File: src/rtl/entropy_pool_pkg.sv
// Shared types and helpers for the entropy pool and its FIFO.
package entropy_pool_pkg;

  // Default feedback tap masks for the common mixing LFSR widths
  localparam logic [7:0]  LFSR_TAPS_8  = 8'hB8;
  localparam logic [15:0] LFSR_TAPS_16 = 16'hB400;
  localparam logic [31:0] LFSR_TAPS_32 = 32'h8020_0003;

  // Von Neumann debias pairing state
  typedef enum logic {
    DB_IDLE  = 1'b0,
    DB_FIRST = 1'b1
  } debias_state_t;

  // Bits needed to hold an occupancy of 0..depth
  function automatic int unsigned level_width(input int unsigned depth);
    return $clog2(depth) + 1;
  endfunction

  // Bits needed for a counter running 0..limit-1 (never narrower than 1)
  function automatic int unsigned count_width(input int unsigned limit);
    return (limit > 1) ? $clog2(limit) : 1;
  endfunction

endpackage

File: src/rtl/sync_fifo.sv
// Single-clock first-word-fall-through FIFO with registered full/empty/level.
module sync_fifo
  import entropy_pool_pkg::*;
#(
  parameter int unsigned WIDTH = 8,
  parameter int unsigned DEPTH = 16
) (
  input  logic                           clk,
  input  logic                           rst_n,
  input  logic                           clear,
  input  logic                           push,
  input  logic                           pop,
  input  logic [WIDTH-1:0]               wdata,
  output logic [WIDTH-1:0]               rdata,
  output logic                           full,
  output logic                           empty,
  output logic [level_width(DEPTH)-1:0]  level
);

  localparam int unsigned AW = $clog2(DEPTH);
  localparam int unsigned LW = level_width(DEPTH);

  logic [WIDTH-1:0] mem [DEPTH];
  logic [AW-1:0]    wr_ptr;
  logic [AW-1:0]    rd_ptr;
  logic             do_push;
  logic             do_pop;
  logic [LW-1:0]    level_next;

  // A pop frees a slot in the same cycle, so a full FIFO still takes a push alongside a pop
  always_comb begin
    do_pop     = pop && !empty;
    do_push    = push && (!full || do_pop);
    level_next = level;
    if (do_push && !do_pop) begin
      level_next = level + LW'(1);
    end else if (!do_push && do_pop) begin
      level_next = level - LW'(1);
    end
  end

  // Pointers and status flags; clear empties the FIFO regardless of push/pop
  always_ff @(posedge clk or negedge rst_n) begin
    if (!rst_n) begin
      wr_ptr <= '0;
      rd_ptr <= '0;
      level  <= '0;
      empty  <= 1'b1;
      full   <= 1'b0;
    end else if (clear) begin
      wr_ptr <= '0;
      rd_ptr <= '0;
      level  <= '0;
      empty  <= 1'b1;
      full   <= 1'b0;
    end else begin
      if (do_push) begin
        wr_ptr <= wr_ptr + AW'(1);
      end
      if (do_pop) begin
        rd_ptr <= rd_ptr + AW'(1);
      end
      level <= level_next;
      empty <= (level_next == '0);
      full  <= (level_next == LW'(DEPTH));
    end
  end

  // Storage array, no reset needed since reads are qualified by empty
  always_ff @(posedge clk) begin
    if (do_push && !clear) begin
      mem[wr_ptr] <= wdata;
    end
  end

  assign rdata = mem[rd_ptr];

endmodule

File: src/rtl/entropy_pool.sv
// Multi-source entropy collector: sync, XOR-combine, optional debias, LFSR mix, byte FIFO.
module entropy_pool
  import entropy_pool_pkg::*;
#(
  parameter int unsigned           N_CHANNELS    = 4,
  parameter int unsigned           LFSR_WIDTH    = 16,
  parameter logic [LFSR_WIDTH-1:0] LFSR_TAPS     = LFSR_TAPS_16,
  parameter int unsigned           BITS_PER_BYTE = 16,
  parameter int unsigned           FIFO_DEPTH    = 16,
  parameter bit                    DEBIAS        = 1'b1,
  parameter int unsigned           STUCK_LIMIT   = 64
) (
  input  logic                          clk,
  input  logic                          rst_n,
  input  logic [N_CHANNELS-1:0]         entropy_in,
  input  logic [N_CHANNELS-1:0]         channel_enable,
  input  logic                          flush,
  output logic                          out_valid,
  input  logic                          out_ready,
  output logic [7:0]                    out_byte,
  output logic                          bit_ready,
  output logic [$clog2(FIFO_DEPTH):0]   fifo_level,
  output logic [15:0]                   overflow_count,
  output logic                          health_fail
);

  localparam int unsigned LEVEL_W = level_width(FIFO_DEPTH);
  localparam int unsigned CNT_W   = count_width(BITS_PER_BYTE);
  localparam int unsigned RUN_W   = $clog2(STUCK_LIMIT + 1);

  logic [N_CHANNELS-1:0] sync_meta;
  logic [N_CHANNELS-1:0] sync_q;
  logic                  combined;
  logic                  raw_accept;
  logic                  accept_bit;
  logic                  accept;
  logic [LFSR_WIDTH-1:0] lfsr;
  logic [LFSR_WIDTH-1:0] lfsr_next;
  logic [CNT_W-1:0]      bit_cnt;
  logic                  byte_done;
  logic                  push;
  logic                  fifo_full;
  logic                  fifo_empty;
  logic [LEVEL_W-1:0]    level;
  logic                  drop;
  logic [RUN_W-1:0]      run_len;
  logic [RUN_W-1:0]      run_next;
  logic                  last_combined;

  // Two-flop synchroniser per raw entropy channel
  always_ff @(posedge clk or negedge rst_n) begin
    if (!rst_n) begin
      sync_meta <= '0;
      sync_q    <= '0;
    end else begin
      sync_meta <= entropy_in;
      sync_q    <= sync_meta;
    end
  end

  assign combined = ^(sync_q & channel_enable);

  generate
    if (DEBIAS) begin : g_debias
      debias_state_t db_state;
      logic          db_first_bit;

      // Von Neumann pairing: store first bit, emit it only if the second differs
      always_ff @(posedge clk or negedge rst_n) begin
        if (!rst_n) begin
          db_state     <= DB_IDLE;
          db_first_bit <= 1'b0;
        end else if (flush) begin
          db_state     <= DB_IDLE;
          db_first_bit <= 1'b0;
        end else begin
          case (db_state)
            DB_IDLE: begin
              db_first_bit <= combined;
              db_state     <= DB_FIRST;
            end
            DB_FIRST: db_state <= DB_IDLE;
            default:  db_state <= DB_IDLE;
          endcase
        end
      end

      assign raw_accept = (db_state == DB_FIRST) && (combined != db_first_bit);
      assign accept_bit = db_first_bit;
    end else begin : g_raw
      assign raw_accept = 1'b1;
      assign accept_bit = combined;
    end
  endgenerate

  // Flush cycles mix nothing so the LFSR value survives a flush untouched
  assign accept    = raw_accept && !flush;
  assign lfsr_next = {lfsr[LFSR_WIDTH-2:0], (^(lfsr & LFSR_TAPS)) ^ accept_bit};
  assign byte_done = accept && (bit_cnt == CNT_W'(BITS_PER_BYTE - 1));
  assign push      = byte_done && !health_fail;
  assign drop      = push && fifo_full && !out_ready;

  // Mixing LFSR and the one-cycle accepted-bit strobe
  always_ff @(posedge clk or negedge rst_n) begin
    if (!rst_n) begin
      lfsr      <= LFSR_WIDTH'(1);
      bit_ready <= 1'b0;
    end else begin
      if (accept) begin
        lfsr <= lfsr_next;
      end
      bit_ready <= accept;
    end
  end

  // Accepted-bit counter, wraps when a byte is requested
  always_ff @(posedge clk or negedge rst_n) begin
    if (!rst_n) begin
      bit_cnt <= '0;
    end else if (flush) begin
      bit_cnt <= '0;
    end else if (accept) begin
      bit_cnt <= byte_done ? '0 : bit_cnt + CNT_W'(1);
    end
  end

  // Saturating count of bytes lost to a full FIFO
  always_ff @(posedge clk or negedge rst_n) begin
    if (!rst_n) begin
      overflow_count <= '0;
    end else if (flush) begin
      overflow_count <= '0;
    end else if (drop && (overflow_count != 16'hFFFF)) begin
      overflow_count <= overflow_count + 16'd1;
    end
  end

  // Next run length of identical combined samples; zero means no previous sample
  always_comb begin
    run_next = run_len;
    if ((run_len == '0) || (combined != last_combined)) begin
      run_next = RUN_W'(1);
    end else if (run_len != RUN_W'(STUCK_LIMIT)) begin
      run_next = run_len + RUN_W'(1);
    end
  end

  // Stuck-source monitor with sticky failure flag
  always_ff @(posedge clk or negedge rst_n) begin
    if (!rst_n) begin
      run_len       <= '0;
      last_combined <= 1'b0;
      health_fail   <= 1'b0;
    end else if (flush) begin
      run_len       <= '0;
      last_combined <= 1'b0;
      health_fail   <= 1'b0;
    end else begin
      run_len       <= run_next;
      last_combined <= combined;
      if (run_next == RUN_W'(STUCK_LIMIT)) begin
        health_fail <= 1'b1;
      end
    end
  end

  sync_fifo #(
    .WIDTH (8),
    .DEPTH (FIFO_DEPTH)
  ) u_fifo (
    .clk   (clk),
    .rst_n (rst_n),
    .clear (flush),
    .push  (push),
    .pop   (out_ready),
    .wdata (lfsr_next[7:0]),
    .rdata (out_byte),
    .full  (fifo_full),
    .empty (fifo_empty),
    .level (level)
  );

  assign out_valid  = !fifo_empty;
  assign fifo_level = level;

endmodule

File: config.mk
export PLATFORM = sky130hd
export DESIGN_NAME = entropy_pool
export DESIGN_NICKNAME = d
export VERILOG_FILES = /design/src/rtl/entropy_pool_pkg.sv /design/src/rtl/sync_fifo.sv /design/src/rtl/entropy_pool.sv
export SDC_FILE = /design/constraint.sdc
export NUM_CORES = 1
export LEC_CHECK = 0
export BUFFER_PORTS_ARGS = -buffer_cell sky130_fd_sc_hd__buf_4
export CELL_PAD_IN_SITES_DETAIL_PLACEMENT = 1
export CELL_PAD_IN_SITES_GLOBAL_PLACEMENT = 2
export CORE_ASPECT_RATIO = 0.8
export CORE_MARGIN = 1
export CORE_UTILIZATION = 30
export DETAILED_ROUTE_END_ITERATION = 7
export GPL_ROUTABILITY_DRIVEN = 1
export GPL_TIMING_DRIVEN = 0
export PLACE_DENSITY = 0.54
export SETUP_SLACK_MARGIN = 0.15
export SLEW_MARGIN = 25
export SYNTH_ARGS = -nofsm -noshare
export SYNTH_HDL_FRONTEND = slang
export SYNTH_HIERARCHICAL = 1
export SYNTH_SLANG_ARGS = --single-unit
File: constraint.sdc
create_clock -name clk -period 4.1 [get_ports clk]
set_clock_uncertainty 0.1 [all_clocks]
set_input_delay 0.615 -clock clk [delete_from_list [all_inputs] [get_ports clk]]
set_output_delay 0.615 -clock clk [all_outputs]
set_load 0.005 [all_outputs]
==> impl_table.tex <==
\begin{tabular}{lr}
\hline
Metric & Value \\
\hline
\multicolumn{2}{l}{\textbf{Outcome}} \\
Status & finished clean \\
\multicolumn{2}{l}{\textbf{Yosys}} \\
Synthesized-area fraction occupied by and/or/nand/nor cells & 0.0903 \\
Commonest cells in the netlist & 128 x sky130\_fd\_sc\_hd\_\_edfxtp\_1, 69 x sky130\_fd\_sc\_hd\_\_dfrtp\_1, 51 x sky130\_fd\_sc\_hd\_\_nor2\_1 \\
Unique cell type count in the Yosys netlist & 55 \\
Post-Synth Adder-Cell Area & 0.0161 \\
Syn Std Cell Area & 8540 sq um \\
Cell type with the highest aggregate area in the netlist & sky130\_fd\_sc\_hd\_\_edfxtp\_1 \\
Number of instances in the synthesized netlist & 531 \\
Post-Synthesis Net Count & 554 \\
Parity-gate share of the synthesized area counting xor and xnor cells & 0.0321 \\
Most repeated cell in the gate-level netlist after synthesis & sky130\_fd\_sc\_hd\_\_edfxtp\_1 \\
Proportion of synthesized area in mux cells & 0.150 \\
Post-synthesis area per instance & 16.1 sq um \\
Main synth FF type & sky130\_fd\_sc\_hd\_\_edfxtp\_1 \\
Count of yosys warnings during synthesis & 6 \\
Yosys reg bits & 199 \\
Main combinational cell family by area after synthesis & multiplexers \\
Cell types occupying the most area after synthesis & sky130\_fd\_sc\_hd\_\_edfxtp\_1 45\%, sky130\_fd\_sc\_hd\_\_dfrtp\_1 20\%, sky130\_fd\_sc\_hd\_\_mux4\_1 9.2\% \\
Share of synthesized flip-flops with an asynchronous set or reset & 0.357 \\
Synthesized-area fraction occupied by ao, oa, aoi and oai cells & 0.0324 \\
Area share of the leading cell type in the synthesized netlist & 0.450 \\
Post-synthesis sequential area ratio & 0.658 \\
Number of enable flip-flop cells after synthesis & 128 \\
\multicolumn{2}{l}{\textbf{Global route}} \\
Met1 usage in global routing & 0.206 \\
Met2 Use GR & 0.215 \\
GRT Total Usage & 0.142 \\
Global routing's busiest layer & met2 \\
Antenna violations before repair & 0 \\
Wire length of the first global-routing pass & 30.3 mm \\
Via count of the first global-routing pass & 4,973 \\
Routing usage on met3 & 0.0338 \\
Maximum number of pins on one net before global-route repair & 72 \\
Total overflow reported by the global router & 0 \\
\multicolumn{2}{l}{\textbf{Placement}} \\
RePlAce Congestion & 0.735 \\
Worst setup slack before clock tree synthesis & -355 ps \\
Sum of net half-perimeters after detailed placement & 13.3 mm \\
Port Buffers & 43 \\
Number of placed instances with taps included & 942 \\
\multicolumn{2}{l}{\textbf{Critical path}} \\
Register-to-register setup slack & 510 ps \\
Worst Path Max Fanout & 10 \\
Data arrival time of the critical path & 2950 ps \\
Longest individual stage delay on the worst path & 620 ps \\
Type of the worst setup path & register to primary output \\
Sort of element at the end of the critical path & primary output \\
Cell-by-cell listing of the critical path & clkbuf\_1, clkbuf\_1, mux4\_1, mux4\_2, buf\_4 \\
Library cell appearing most often on the critical path & sky130\_fd\_sc\_hd\_\_clkbuf\_1 \\
Origin of the worst setup path & u\_fifo/rd\_ptr[1] \\
Worst path required time & 3380 ps \\
Startpoint of the lowest-slack register-to-register path & sync\_q[3] \\
Depth of the worst register-to-register path & 9 \\
Highest-delay cell along the critical path & sky130\_fd\_sc\_hd\_\_clkbuf\_1 \\
Terminus of the critical flop-to-flop path & u\_fifo/mem[1][6] \\
Startpoint type of the worst setup path & register \\
\multicolumn{2}{l}{\textbf{Cells and area}} \\
Final cell count without fillers & 974 \\
Utilization after layout & 0.361 \\
Area used by multi-input combinational logic & 2810 sq um \\
Antenna fix cells & 0 \\
Area taken by flip-flops and latches & 5620 sq um \\
Total number of nets in the final design & 620 \\
Area growth, synth to finish & 16.9\% \\
Fillcell total & 2,847 \\
Ratio of cells with drive above 1 in the final layout & 0.244 \\
\multicolumn{2}{l}{\textbf{Clocking}} \\
TritonCTS buffer count & 17 \\
Maximum root-to-sink buffer count & 2 \\
CTS Root Buffer Type & sky130\_fd\_sc\_hd\_\_clkbuf\_16 \\
CTS tree & done \\
Clock network latency to the later pin of the worst-skew pair & 440 ps \\
CTS clk-pin slew, worst paths & 80 ps \\
TritonCTS sink count & 199 \\
Post-CTS setup repair buffer count & 0 \\
Deepest level of the CTS H-tree & 4 \\
\multicolumn{2}{l}{\textbf{Power and ir drop}} \\
Total power divided by cell area & 468 nW/um\^{}2 \\
Combinational share of power & 0.125 \\
Clock network fraction of design power & 0.343 \\
Part of the power in registers & 0.532 \\
Total power & 4680 uW \\
Net switching power figure & 1260 uW \\
Switching share of total power & 0.270 \\
Static leakage power & 0.00368 uW \\
Internal Pwr Total & 3410 uW \\
Highest ir drop seen on vdd & 0.000253 V \\
\multicolumn{2}{l}{\textbf{STA}} \\
Final Hold Violating Endpoints & 0 \\
\# setup viols final & 0 \\
Setup repair after global routing missed its margin & no \\
Final Worst Setup Slack & 432 ps \\
Min cycle time layout & 3670 ps \\
Pin slew with the least headroom to its limit & 916 ps \\
Highest attainable clock frequency & 273 MHz \\
Tcrit/Tclk final & 0.895 \\
Headroom to the max-slew limit & 0.389 \\
Final Slew Violations & 0 \\
\multicolumn{2}{l}{\textbf{Floorplan}} \\
Number of cell rows & 54 \\
Die Width & 191 microns \\
IO Pins & 44 \\
Effective utilization at floorplan & 0.309 \\
DIE HEIGHT & 153 microns \\
Area of the die & 29,200 sq um \\
Core area & 27,600 sq um \\
\multicolumn{2}{l}{\textbf{Drt}} \\
Total routed wirelength & 19.4 mm \\
Number of vias per cell after detailed routing & 4.81 \\
DRC violations left & 0 \\
Vias & 4,685 \\
Count of TritonRoute iterations in the first routing pass & 4 \\
Average wire length per cell after detail routing & 19.9 microns \\
Iter 0 DRT Violations & 231 \\
Number of antenna-violating nets in the routed design & 0 \\
\multicolumn{2}{l}{\textbf{Min path}} \\
Class of the tightest hold or removal check & input pin to asynchronous set/reset pin \\
\multicolumn{2}{l}{\textbf{Flow run}} \\
Max-cap check violation count & 0 \\
\hline
\end{tabular}
power groups by stage:
stage	Clock, uW	Combinational (uW)	Sequential (uW)
detailed placement	0	595	2540
CTS	1670	598	2500
floorplan	0	385	2460
global route	1750	638	2520
finish	1600	584	2490
global placement	0	584	2520
logic make-up (layout without fill, tap and decap cells):
| group | Yosys count | in the layout |
|---|---|---|
| DFF | 199 | 199 |
| and+or+nand+nor | 151 | 151 |
| muxes | 64 | 64 |
| AOI/OAI and AO/OA | 43 | 43 |
| buffers and inverters | 35 | 114 |
| xor gates and xnor gates | 28 | 28 |
| adders and majority gates | 11 | 11 |
state kept, by name, summed over array words and instances, names as in the netlist:
name,count
health_fail,1
u_fifo/wr_ptr,4
overflow_count,16
u_fifo/level,5
sync_q,4
g_debias.db_state,1
u_fifo/rd_ptr,4
accept_bit,1
lfsr,16
u_fifo/empty,1
run_len,7
u_fifo/mem,128
bit_ready,1
last_combined,1
sync_meta,4
u_fifo/full,1
bit_cnt,4
cell usage in the layout (no fill, tap or decap), drive strengths merged, types with 5 or more instances in the layout:
cell type / synthesis / layout
dfrtp: 69 / 69
buf: 9 / 56
nor3: 8 / 8
o21ai: 10 / 10
clkinv: 0 / 5
nand2b: 6 / 6
and3: 5 / 5
xor2: 9 / 9
xnor2: 17 / 17
nand4: 6 / 6
clkbuf: 11 / 28
and2: 7 / 7
nand2: 29 / 29
mux2: 20 / 20
nand3: 15 / 15
nor2: 52 / 52
inv: 15 / 23
or3: 6 / 6
a21oi: 13 / 13
edfxtp: 128 / 128
ha: 11 / 11
mux4: 40 / 40
repair_timing:
item	in CTS	in global routing
resized for setup	6	7
setup endpoints to repair	96	124
hold buffers	0	0
worst max-delay path by stage:
stage,to
after floorplan,u_fifo/mem[0][0]
after global placement,u_fifo/mem[0][5]
after detailed placement,u_fifo/mem[12][4]
after CTS,u_fifo/mem[8][4]
after global routing,out_byte[7]
final,out_byte[7]
final cells by class:
type,instances,share of cell area
clock inverters,15,0.0134
flip-flops and latches,199,0.563
plain buffers,20,0.0127
clock buffers,17,0.0426
repair buffers,47,0.0357
well taps,364,0.0456
inverters,15,0.00564
multi-input cells,297,0.281
worst max-delay path, delay by kind of cell (launching register included):
family,cells,cell delay [ps]
DFF,1,350
buffers and inverters,3,1140
muxes,2,1020
routing by layer:
metal | routed length, microns | vias up
li1 | - | 2160
met1 | 9670 | 2469
met2 | 9020 | 48
met3 | 599 | 8
met4 | 120 | 0
met5 | 0 | -
per-stage QoR:
stage	hold WS, ps	area [sq um]	TNS [ps]
floorplan	219	8540	0
global placement	236	9320	-104590
detailed placement	240	9390	-33640
CTS	167	9960	0
global route	151	9990	0
finish	82.2	9990	0
No activity file was read; power rests on OpenSTA's default activity.
